[src/rtl/instr_mem_loader.sv]
// Length-prefixed byte stream loader that writes 16-bit words into instruction memory.
// Define LOADER_CHECKSUM_EN to expect a trailing XOR checksum byte after the last word.
module instr_mem_loader #(
    parameter logic [7:0] BASE_ADDR = 8'h00,
    parameter bit         HI_FIRST  = 1'b1
) (
    input  logic        clk,
    input  logic        reset_n,
    input  logic        start,
    input  logic [7:0]  byte_in,
    input  logic        byte_valid,
    output logic        byte_ready,
    output logic [15:0] instruction_in,
    output logic [7:0]  instruction_add,
    output logic        write_enable,
    output logic        busy,
    output logic        done,
    output logic [8:0]  word_count,
    output logic        checksum_err
);

    typedef enum logic [2:0] {
        S_IDLE,
        S_LEN,
        S_B0,
        S_B1,
        S_WRITE,
`ifdef LOADER_CHECKSUM_EN
        S_CKSUM,
`endif
        S_DONE
    } state_t;

    state_t      state_q, state_d;
    logic [8:0]  len_q, len_d;
    logic [8:0]  count_q, count_d;
    logic [7:0]  addr_q, addr_d;
    logic [15:0] word_q, word_d;
    logic        take;
    logic        start_load;

    assign take       = byte_valid && byte_ready;
    assign start_load = start && (state_q == S_IDLE || state_q == S_DONE);

    // NOTE: sequential state uses non-blocking assignments only.
    always_ff @(posedge clk or negedge reset_n) begin
        if (!reset_n) begin
            state_q <= S_IDLE;
            len_q   <= '0;
            count_q <= '0;
            addr_q  <= BASE_ADDR;
            word_q  <= '0;
        end else begin
            state_q <= state_d;
            len_q   <= len_d;
            count_q <= count_d;
            addr_q  <= addr_d;
            word_q  <= word_d;
        end
    end

    // NOTE: every variable gets a default first so no path infers a latch.
    always_comb begin
        state_d = state_q;
        len_d   = len_q;
        count_d = count_q;
        addr_d  = addr_q;
        word_d  = word_q;
        case (state_q)
            S_IDLE, S_DONE: begin
                if (start) begin
                    state_d = S_LEN;
                    count_d = '0;
                    addr_d  = BASE_ADDR;
                end
            end
            S_LEN: begin
                if (take) begin
                    // A zero length byte encodes a full 256-word image.
                    len_d   = (byte_in == 8'd0) ? 9'd256 : {1'b0, byte_in};
                    state_d = S_B0;
                end
            end
            S_B0: begin
                if (take) begin
                    if (HI_FIRST) word_d[15:8] = byte_in;
                    else          word_d[7:0]  = byte_in;
                    state_d = S_B1;
                end
            end
            S_B1: begin
                if (take) begin
                    if (HI_FIRST) word_d[7:0]  = byte_in;
                    else          word_d[15:8] = byte_in;
                    state_d = S_WRITE;
                end
            end
            S_WRITE: begin
                count_d = count_q + 9'd1;
                addr_d  = addr_q + 8'd1;
                if (count_d < len_q) begin
                    state_d = S_B0;
                end else begin
`ifdef LOADER_CHECKSUM_EN
                    state_d = S_CKSUM;
`else
                    state_d = S_DONE;
`endif
                end
            end
`ifdef LOADER_CHECKSUM_EN
            S_CKSUM: begin
                if (take) state_d = S_DONE;
            end
`endif
            default: state_d = S_IDLE;
        endcase
    end

`ifdef LOADER_CHECKSUM_EN
    logic [7:0] xor_q, xor_d;
    logic       err_q, err_d;

    always_ff @(posedge clk or negedge reset_n) begin
        if (!reset_n) begin
            xor_q <= '0;
            err_q <= 1'b0;
        end else begin
            xor_q <= xor_d;
            err_q <= err_d;
        end
    end

    // The length byte and all data bytes fold into the XOR; the checksum byte does not.
    always_comb begin
        xor_d = xor_q;
        err_d = err_q;
        if (start_load) begin
            xor_d = '0;
            err_d = 1'b0;
        end else if (take && state_q == S_CKSUM) begin
            err_d = (byte_in != xor_q);
        end else if (take) begin
            xor_d = xor_q ^ byte_in;
        end
    end

    assign checksum_err = err_q;
`else
    assign checksum_err = 1'b0;
`endif

    always_comb begin
        byte_ready   = 1'b0;
        write_enable = 1'b0;
        busy         = 1'b1;
        done         = 1'b0;
        case (state_q)
            S_IDLE:  busy = 1'b0;
            S_DONE:  begin
                busy = 1'b0;
                done = 1'b1;
            end
            S_WRITE: write_enable = 1'b1;
            default: byte_ready = 1'b1;
        endcase
    end

    assign instruction_in  = word_q;
    assign instruction_add = addr_q;
    assign word_count      = count_q;

endmodule

[config.mk]
export PLATFORM = sky130hd
export DESIGN_NAME = instr_mem_loader
export DESIGN_NICKNAME = d
export VERILOG_FILES = /design/src/rtl/instr_mem_loader.sv
export SDC_FILE = /design/constraint.sdc
export NUM_CORES = 1
export LEC_CHECK = 0
export BUFFER_PORTS_ARGS = -buffer_cell sky130_fd_sc_hd__buf_4
export CAP_MARGIN = 10
export CORE_ASPECT_RATIO = 0.7
export CORE_UTILIZATION = 38
export CTS_BUF_LIST = sky130_fd_sc_hd__clkbuf_2
export CTS_CLUSTER_SIZE = 8
export DETAILED_ROUTE_END_ITERATION = 12
export PLACE_DENSITY = 0.61
export REMOVE_ABC_BUFFERS = 1
export SLEW_MARGIN = 10
export SYNTH_ARGS = -nofsm -noshare
export SYNTH_HDL_FRONTEND = slang
export SYNTH_SLANG_ARGS = --single-unit
[constraint.sdc]
create_clock -name clk -period 4.6 [get_ports clk]
set_clock_uncertainty 0.05 [all_clocks]
set_input_delay 0.92 -clock clk [delete_from_list [all_inputs] [get_ports clk]]
set_output_delay 0.92 -clock clk [all_outputs]
set_load 0.01 [all_outputs]
==> key figures, run 1 <==
Run status
  – Status: finished clean

Timing
  – Highest clock rate: 314 MHz
  – Slew Limit Fails: 0
  – Post-route clock period utilization: 69.3%
  – Hold Vio Cnt, Final: 0
  – Final setup fails: 0
  – Max-Slew Margin vs Limit: 61.5%
  – Min Clock Period, post-route: 3.19 ns
  – Fin Setup TNS: 0 ns
  – Unrepaired setup endpoints after global routing: false
  – Worst-Margin Slew: 0.574 ns

Global route
  – GRT Resource Usage Total: 17.0%
  – Global-route wire length before repair: 8120 um
  – Vias in the first global route: 1645
  – GRT Residual Overflow: 0
  – Largest net degree at the start of global routing: 46
  – Antenna violations before repair: 0

Die
  – Die Area: 0.00640 sq mm
  – Die X-Extent: 95.2 um
  – Initial Util: 40.0%
  – Core Rows: 23
  – IO Count: 50
  – Area of the core: 0.00578 sq mm
  – Die height: 67.2 um

Clock tree
  – Clk sink count: 45
  – Worst-Skew Late Latency: 0.42 ns
  – CTS Hold Bufs: 0
  – Clock root buffer: clkbuf_2
  – Clock transition at path regs: 0.24 ns
  – H-tree levels: 2
  – Clk buf depth: 2
  – Post-cts resize count: 0
  – TritonCTS clock tree: yes
  – Setup bufs post-CTS: 0
  – TritonCTS Buffers: 5

Logic synthesis
  – Post-synthesis cell area: 0.00231 sq mm
  – Predominant post-synthesis flop cell: dfrtp_1
  – Syn. warnings: 0
  – Post-synthesis sequential area ratio: 48.7%
  – EDFF count, synth: 0
  – Yosys cell types: 39
  – Syn Area/Cell: 10.1 sq um
  – FF+latch count, synth: 45
  – Async SR Flop Fraction: 100%
  – Cells after synthesis: 228

Place
  – Port Buffers: 48
  – Routability cong.: 0.793
  – Hpwl dp: 3660 um

Setup path
  – Startpoint Class: flop
  – Setup crit end kind: output pin
  – Crit Path Class: flop to output pin
  – R2r worst-path depth: 9
  – CP Capture Point: byte_ready
  – R2R Setup Slk: 1.86 ns
  – Reg2reg end: state_q[0]
  – Critical Path Fanout Max: 20
  – Critical path launch point: state_q[0]
  – Worst Path Required: 3.63 ns
  – Reg-to-Reg Start: word_count[0]
  – Worst EP arrival: 2.22 ns

Job
  – Max_cap viols: 0

Pwr
  – Max VDD drop: 0.252 mV
  – Cell Pwr Density: 580 mW/mm^2
  – Total Power: 1.60 mW
  – Static leakage: 1.34 nW

Finish
  – Nets: 294
  – Synth-to-Final Area Change: 19.5%
  – Share of post-route cells with drive strength above 1: 29.3%
  – Most used cells in the layout excluding fill and tap cells: buf_4, dfrtp_1, nand2_1
  – Commonest non-fill, non-tap cell in the layout: buf_4
  – Number of antenna diodes: 0

Routing
  – Via density: 5.11
  – Pre-antenna DRT Iters: 4
  – Initial DRC count: 100
  – Antenna Violating Nets Remaining: 0
  – Routed length per instance: 14.1 um
  – Total number of vias: 1778
  – Final wirelength: 4900 um
  – DRC viols: 0

Worst hold path
  – Worst hold path type: input pin to async pin
==> how the worst min path moves through the flow <==
stage	depth (start not counted)	endpoint	slack (ns)	start
2_1_floorplan	1	len_q[0]	0.43	len_q[0]
3_3_place_gp	1	instruction_add[7]	0.43	instruction_add[7]
3_5_place_dp	1	instruction_add[7]	0.42	instruction_add[7]
4_1_cts	1	word_count[7]	0.41	reset_n
5_1_grt	1	instruction_in[8]	0.40	reset_n
6_report	1	word_count[7]	0.40	reset_n
==> sequential cells by signal (all words and copies together) (netlist names) <==
name / flops
instruction_in: 16
len_q: 9
word_count: 9
instruction_add: 8
state_q: 3
==> final cells by class <==
cell class | instances | area, sq um
Sequential cell | 45 | 1130
Timing Repair Buffer | 48 | 360
Tap cell | 75 | 93.8
Fill cell | 551 | 3020
Inverter | 11 | 41.3
Clock inverter | 3 | 41.3
Clock buffer | 5 | 25.0
Multi-Input combinational cell | 161 | 1070
==> synthesized netlist by cell type, types with 2 or more instances <==
library cell	number	share of area (%)
a31oi_1	4	1.1
buf_2	5	1.1
a21bo_2	2	0.87
mux2i_1	2	0.87
nor4_1	3	0.81
nand2_1	36	5.8
dfrtp_1	45	49
mux2_2	17	8.3
o21ai_0	16	3.5
xor2_1	3	1.1
nand3b_1	3	0.97
nor3_1	3	0.65
clkbuf_1	2	0.32
buf_4	2	0.65
ha_1	10	5.4
a41oi_1	3	1.1
xnor2_1	6	2.3
inv_1	10	1.6
nor2_1	10	1.6
and3_1	2	0.54
buf_6	2	0.97
a21oi_1	9	1.9
nand3_1	16	3.5
nand3_2	2	0.87
==> power breakdown <==
group	switching (mW)	total, mW	internal, mW	leakage (nW)
Combinational	0.356	0.711	0.355	0.735
Sequential	0.125	0.669	0.545	0.573
Clock	0.131	0.221	0.0897	0.0366
Total	0.612	1.60	0.990	1.34
==> logic make-up (layout without fill, tap and decap cells) <==
family	Yosys count	count (layout)	synth area share [%]
other cells	1	1	0.162
xor+xnor	9	9	3.41
buf+inv	22	67	4.82
compound gates	39	39	10.3
simple gates	83	83	18.0
mux	19	19	9.15
fa+ha+maj	10	10	5.41
flops	45	45	48.7
==> through the flow <==
step	instance area (sq um)	utilization (%)	cells	hold slack [ns]	setup slack [ns]
finish	2760	47.7	348	0.401	1.41
global route	2760	47.7	348	0.402	1.18
CTS	2760	47.7	348	0.408	1.36
detailed placement	2700	46.6	340	0.419	1.87
global placement	2700	46.6	340	0.427	1.92
floorplan	2240	-	217	0.431	2.20
==> critical path, cell delays in order (launching register included) <==
cell and delay (ns):
dfrtp_1 0.54, or3b_1 0.65, inv_2 0.38, a21oi_1 0.08, buf_4 0.16
==> layer usage <==
metal / vias to the layer above / global-route usage [%] / part of all wire [%]
met5: - / 0 / 0
met2: 42 / 24.0 / 42
met3: 5 / 3.49 / 4.5
met4: 0 / 6.25 / 1.0
li1: 886 / - / -
met1: 845 / 25.6 / 52
No activity file was read; power rests on OpenSTA's default activity.
==> run 2, diff against run 1 <==
clock period = 3.1 ns   (was 4.6 ns; I/O delays follow)
==> run 2 against run 1 <==
Effect of this change: sequential power up 49%; sequential cell count unchanged; count of clock-buffer cells in the layout unchanged; cell count grew 0.29%; first-iteration DRC count down 19%; worst hold slack got worse by 0.29 ns; largest power group unchanged.
==> key figures, run 2 (synthesized netlist as in run 1, its figures left out) <==
Timing
  – Worst-Margin Slew: 0.627 ns
  – Unrepaired setup endpoints after global routing: false
  – Slew Limit Fails: 0
  – Hold Vio Cnt, Final: 0
  – Final setup fails: 0
  – Highest clock rate: 356 MHz
  – Post-route clock period utilization: 90.5%
  – Fin Setup TNS: 0 ns
  – Min Clock Period, post-route: 2.81 ns
  – Max-Slew Margin vs Limit: 58.2%
  – Worst hold margin: 0.109 ns
  – Worst setup margin: 0.293 ns

Finish
  – Most used cells in the layout excluding fill and tap cells: buf_4, dfrtp_1, nand2_1
  – Final core utilization: 47.9%
  – Commonest non-fill, non-tap cell in the layout: buf_4
  – Post-Layout Cell Count: 349
  – Number of antenna diodes: 0
  – Max reg flops: 16
  – Share of post-route cells with drive strength above 1: 29.6%
  – Nets: 295
  – Synth-to-Final Area Change: 19.8%

Clock tree
  – Post-cts resize count: 0
  – TritonCTS Buffers: 5
  – Worst-Skew Late Latency: 0.42 ns
  – Setup bufs post-CTS: 0
  – CTS Hold Bufs: 0
  – Clock transition at path regs: 0.24 ns
  – Clk sink count: 45
  – H-tree levels: 2
  – Clock root buffer: clkbuf_2
  – TritonCTS clock tree: yes
  – Clk buf depth: 2

Pwr
  – Sequential share of power: 41.9%
  – Clk pwr share: 13.9%
  – Switching component of the power: 0.911 mW
  – Int Pwr: 1.47 mW
  – Switch share: 38.2%
  – Logic pwr share: 44.2%
  – Max VDD drop: 0.463 mV
  – Static leakage: 1.35 nW
  – Cell Pwr Density: 860 mW/mm^2

Setup path
  – Slowest cell on crit path: or3b_1
  – Critical Path Fanout Max: 16
  – Critical path's largest stage delay: 0.68 ns
  – Worst Path Required: 2.43 ns
  – Buf+Inv Stages, Crit Path: 2
  – Crit Path Class: flop to output pin
  – Worst path cell trace: or3b_1 > inv_2 > a21oi_1 > buf_4
  – CP Depth: 4
  – Startpoint Class: flop
  – Crit path max-delay family: simple AND/OR/NAND/NOR gates
  – Setup crit end kind: output pin
  – R2r worst-path depth: 9
  – Worst EP arrival: 2.14 ns

Place
  – Placed cell count: 341
  – Routability cong.: 0.834
  – Pre-CTS setup slack: 0.505 ns
  – Hpwl dp: 3650 um
  – Port Buffers: 48

Run status
  – Status: finished clean

Die
  – Initial Util: 40.0%
  – Core Rows: 23
  – Die height: 67.2 um
  – Die Area: 0.00640 sq mm
  – IO Count: 50
  – Area of the core: 0.00578 sq mm
  – Die X-Extent: 95.2 um

Global route
  – M2 GR Usage: 25.2%
  – Met1 Usage GRT: 26.3%
  – Global-route wire length before repair: 8450 um
  – Met3 GRT Util: 3.15%
  – Antenna violations before repair: 0
  – Gr busiest metal: met1
  – GRT Resource Usage Total: 17.6%
  – Vias in the first global route: 1760
  – GRT Residual Overflow: 0
  – Largest net degree at the start of global routing: 46

Routing
  – Initial DRC count: 81
  – Final wirelength: 4940 um
  – DRC viols: 0
  – Antenna Violating Nets Remaining: 0
  – Total number of vias: 1798
  – Routed length per instance: 14.1 um
  – Via density: 5.15
  – Pre-antenna DRT Iters: 4

Job
  – Max_cap viols: 0

Worst hold path
  – Worst hold path type: input pin to async pin
## run 2: cell count changes in the layout (fill, tap and decap cells not counted), sizes merged
cell and change:
buf +1
## run 2: per-stage QoR
stage | area, sq um | power [mW]
floorplan | 2240 | 1.60
global placement | 2700 | 2.06
detailed placement | 2700 | 2.07
CTS | 2770 | 2.40
global route | 2770 | 2.58
finish | 2770 | 2.38
## run 2: power groups by stage
stage / logic, mW / clock network (mW) / registers [mW]
detailed placement: 1.06 / 0 / 1.01
floorplan: 0.547 / 0 / 1.05
CTS: 1.06 / 0.341 / 1.00
global placement: 1.05 / 0 / 1.01
finish: 1.05 / 0.330 / 0.999
global route: 1.17 / 0.368 / 1.04
## run 2: path summary, 6_finish.rpt
kind                                      endpoint               start  slack [ns]
worst max-delay path                    byte_ready          state_q[0]        0.29
max in group asynchronous       instruction_in[12]             reset_n        2.50
worst max register to register          state_q[1]       word_count[0]        0.44
min in group clk                          len_q[3]          byte_in[3]        0.38
worst min register to register  instruction_add[7]  instruction_add[7]        0.45
worst min-delay path             instruction_in[8]             reset_n        0.11
## run 2: layout make-up
| type | count | area (sq um) |
|---|---|---|
| repair buffers | 49 | 368 |
| inverters | 11 | 41.3 |
| clock inverters | 3 | 41.3 |
| multi-input cells | 161 | 1070 |
| fillers | 535 | 3020 |
| well taps | 75 | 93.8 |
| clock buffers | 5 | 25.0 |
| flip-flops and latches | 45 | 1130 |
## run 2: worst reg2reg max path, stage by stage (launching register included)
cell	delay, ns
dfrtp_1	0.54
ha_1	0.34
nand2_1	0.09
nor3_1	0.22
xor2_1	0.12
ha_1	0.33
and4_1	0.23
nor3b_1	0.43
nor3_2	0.09
o2bb2ai_1	0.13
## run 2: layer usage
| metal | up-vias | part of all wire (%) |
|---|---|---|
| li1 | 885 | - |
| met1 | 862 | 52 |
| met2 | 44 | 41 |
| met3 | 7 | 5.4 |
| met4 | 0 | 1.4 |
| met5 | - | 0 |
==> run 3, diff against run 2 <==
clock period = 2.8 ns   (was 3.1 ns; I/O delays follow)
==> run 3 against run 2 <==
Effect of this change: core utilization rose by 0.30 points; global-route usage rose by 0.38 points; worst setup slack got worse by 0.050 ns; cell count rose by 0.29%; total power rose by 12%; non-clock buffer count rose by 1; final area rose by 0.63%; sequential share of layout area fell by 0.26 points; worst hold slack got worse by 0.089 ns; count of clock-buffer cells in the layout did not move; critical path type unchanged; critical path depth rose by 1; die area did not move.
==> key figures, run 3 (synthesized netlist as in run 1, its figures left out) <==
Timing
  – Hold Vio Cnt, Final: 0
  – Worst-Margin Slew: 0.577 ns
  – Max-Slew Margin vs Limit: 61.6%
  – Unrepaired setup endpoints after global routing: false
  – Final setup fails: 0
  – Post-route clock period utilization: 91.3%
  – Min Clock Period, post-route: 2.56 ns
  – Worst hold margin: 0.0205 ns
  – Highest clock rate: 391 MHz
  – Slew Limit Fails: 0
  – Fin Setup TNS: 0 ns

Clock tree
  – H-tree levels: 2
  – Worst-Skew Late Latency: 0.44 ns
  – Setup bufs post-CTS: 0
  – Clock transition at path regs: 0.25 ns
  – TritonCTS clock tree: yes
  – TritonCTS Buffers: 5
  – Clock root buffer: clkbuf_2
  – Clk sink count: 45
  – Clk buf depth: 2

Setup path
  – Startpoint Class: flop
  – Slowest cell on crit path: dfrtp_1
  – Buf+Inv Stages, Crit Path: 3
  – Setup crit end kind: output pin
  – Worst EP arrival: 1.95 ns
  – Critical path's largest stage delay: 0.56 ns
  – Crit Path Class: flop to output pin
  – Worst Path Required: 2.19 ns
  – Worst path cell trace: or3b_1 > buf_4 > inv_2 > a21oi_1 > buf_4
  – Crit path max-delay family: flip-flops
  – Crit-path most repeated cell: buf_4
  – Critical Path Fanout Max: 16

Routing
  – Routed length per instance: 14.1 um
  – Total number of vias: 1815
  – Initial DRC count: 107
  – Antenna Violating Nets Remaining: 0
  – Final wirelength: 4930 um
  – Pre-antenna DRT Iters: 4
  – Via density: 5.19
  – DRC viols: 0

Pwr
  – Total Power: 2.66 mW
  – Cell Pwr Density: 954 mW/mm^2
  – Max VDD drop: 0.617 mV
  – Static leakage: 1.36 nW

Finish
  – Fill count: 563
  – Sequential cell area: 0.00113 sq mm
  – Fin area: 0.00279 sq mm
  – Nets: 296
  – Most used cells in the layout excluding fill and tap cells: buf_4, dfrtp_1, nand2_1
  – Commonest non-fill, non-tap cell in the layout: buf_4
  – Synth-to-Final Area Change: 20.6%
  – Share of post-route cells with drive strength above 1: 30.5%
  – Footprint of the multi-input gates: 0.00108 sq mm
  – Max reg flops: 16
  – Number of antenna diodes: 0

Global route
  – GRT Resource Usage Total: 17.9%
  – Global-route wire length before repair: 8600 um
  – Vias in the first global route: 1718
  – Largest net degree at the start of global routing: 46
  – GRT Residual Overflow: 0
  – Antenna violations before repair: 0

Place
  – Placed cell areas: 0.00271 sq mm
  – Routability cong.: 0.832
  – Port Buffers: 48
  – Hpwl dp: 3630 um

Die
  – Area of the core: 0.00578 sq mm
  – Die height: 67.2 um
  – Die X-Extent: 95.2 um
  – Die Area: 0.00640 sq mm
  – Core Rows: 23
  – IO Count: 50
  – Initial Util: 40.0%

Job
  – Max_cap viols: 0

Worst hold path
  – Worst hold path type: input pin to async pin

Run status
  – Status: finished clean
[run 3: layout make-up]
class                   instances  share of cell area (%)
clock inverters                 3                    1.66
flip-flops and latches         45                    40.4
well taps                      75                    3.37
clock buffers                   5                   0.898
multi-input cells             161                    38.7
inverters                      11                    1.48
repair buffers                 50                    13.5
[run 3: worst register-to-register path: stages (launching register included)]
cell	delay (ns)
dfrtp_1	0.53
ha_1	0.34
nand2_1	0.09
nor3_1	0.22
xor2_1	0.22
ha_1	0.28
and4_1	0.23
nor3b_2	0.18
nor3_1	0.21
a21oi_1	0.09
[run 3: routing by layer]
metal,global-route usage (%),up-vias,part of all wire (%)
met2,25.8,48,41
met4,6.82,0,1.6
met5,0,-,0
li1,-,895,-
met1,26.8,864,52
met3,3.04,8,5.3
[run 3: final timing paths]
kind	cells past startpoint	end	slack [ns]	start
min in group clk	3	len_q[1]	0.27	byte_in[1]
setup / recovery	5	byte_ready	0.24	state_q[2]
hold / removal	1	state_q[2]	0.02	reset_n
max in group asynchronous	1	instruction_in[9]	2.26	reset_n
hold reg to reg	1	instruction_add[7]	0.46	instruction_add[7]
setup reg to reg	9	state_q[0]	0.28	word_count[0]
[run 3: repair_timing]
item                                    CTS  global route
endpoints found under the setup margin    0             3
gates resized for setup                   0             1
hold buffers                              0             0
[run 3: per-stage QoR]
| step | util [%] | setup slack [ns] | instances |
|---|---|---|---|
| floorplan | - | 0.449 | 217 |
| global placement | 46.9 | 0.313 | 342 |
| detailed placement | 46.9 | 0.229 | 342 |
| CTS | 48.1 | 0.165 | 350 |
| global route | 48.2 | 0.0645 | 350 |
| finish | 48.2 | 0.243 | 350 |
[run 3: where the power goes]
group,switching [mW],internal (mW)
Combinational,0.590,0.589
Clock,0.224,0.152
Sequential,0.206,0.895
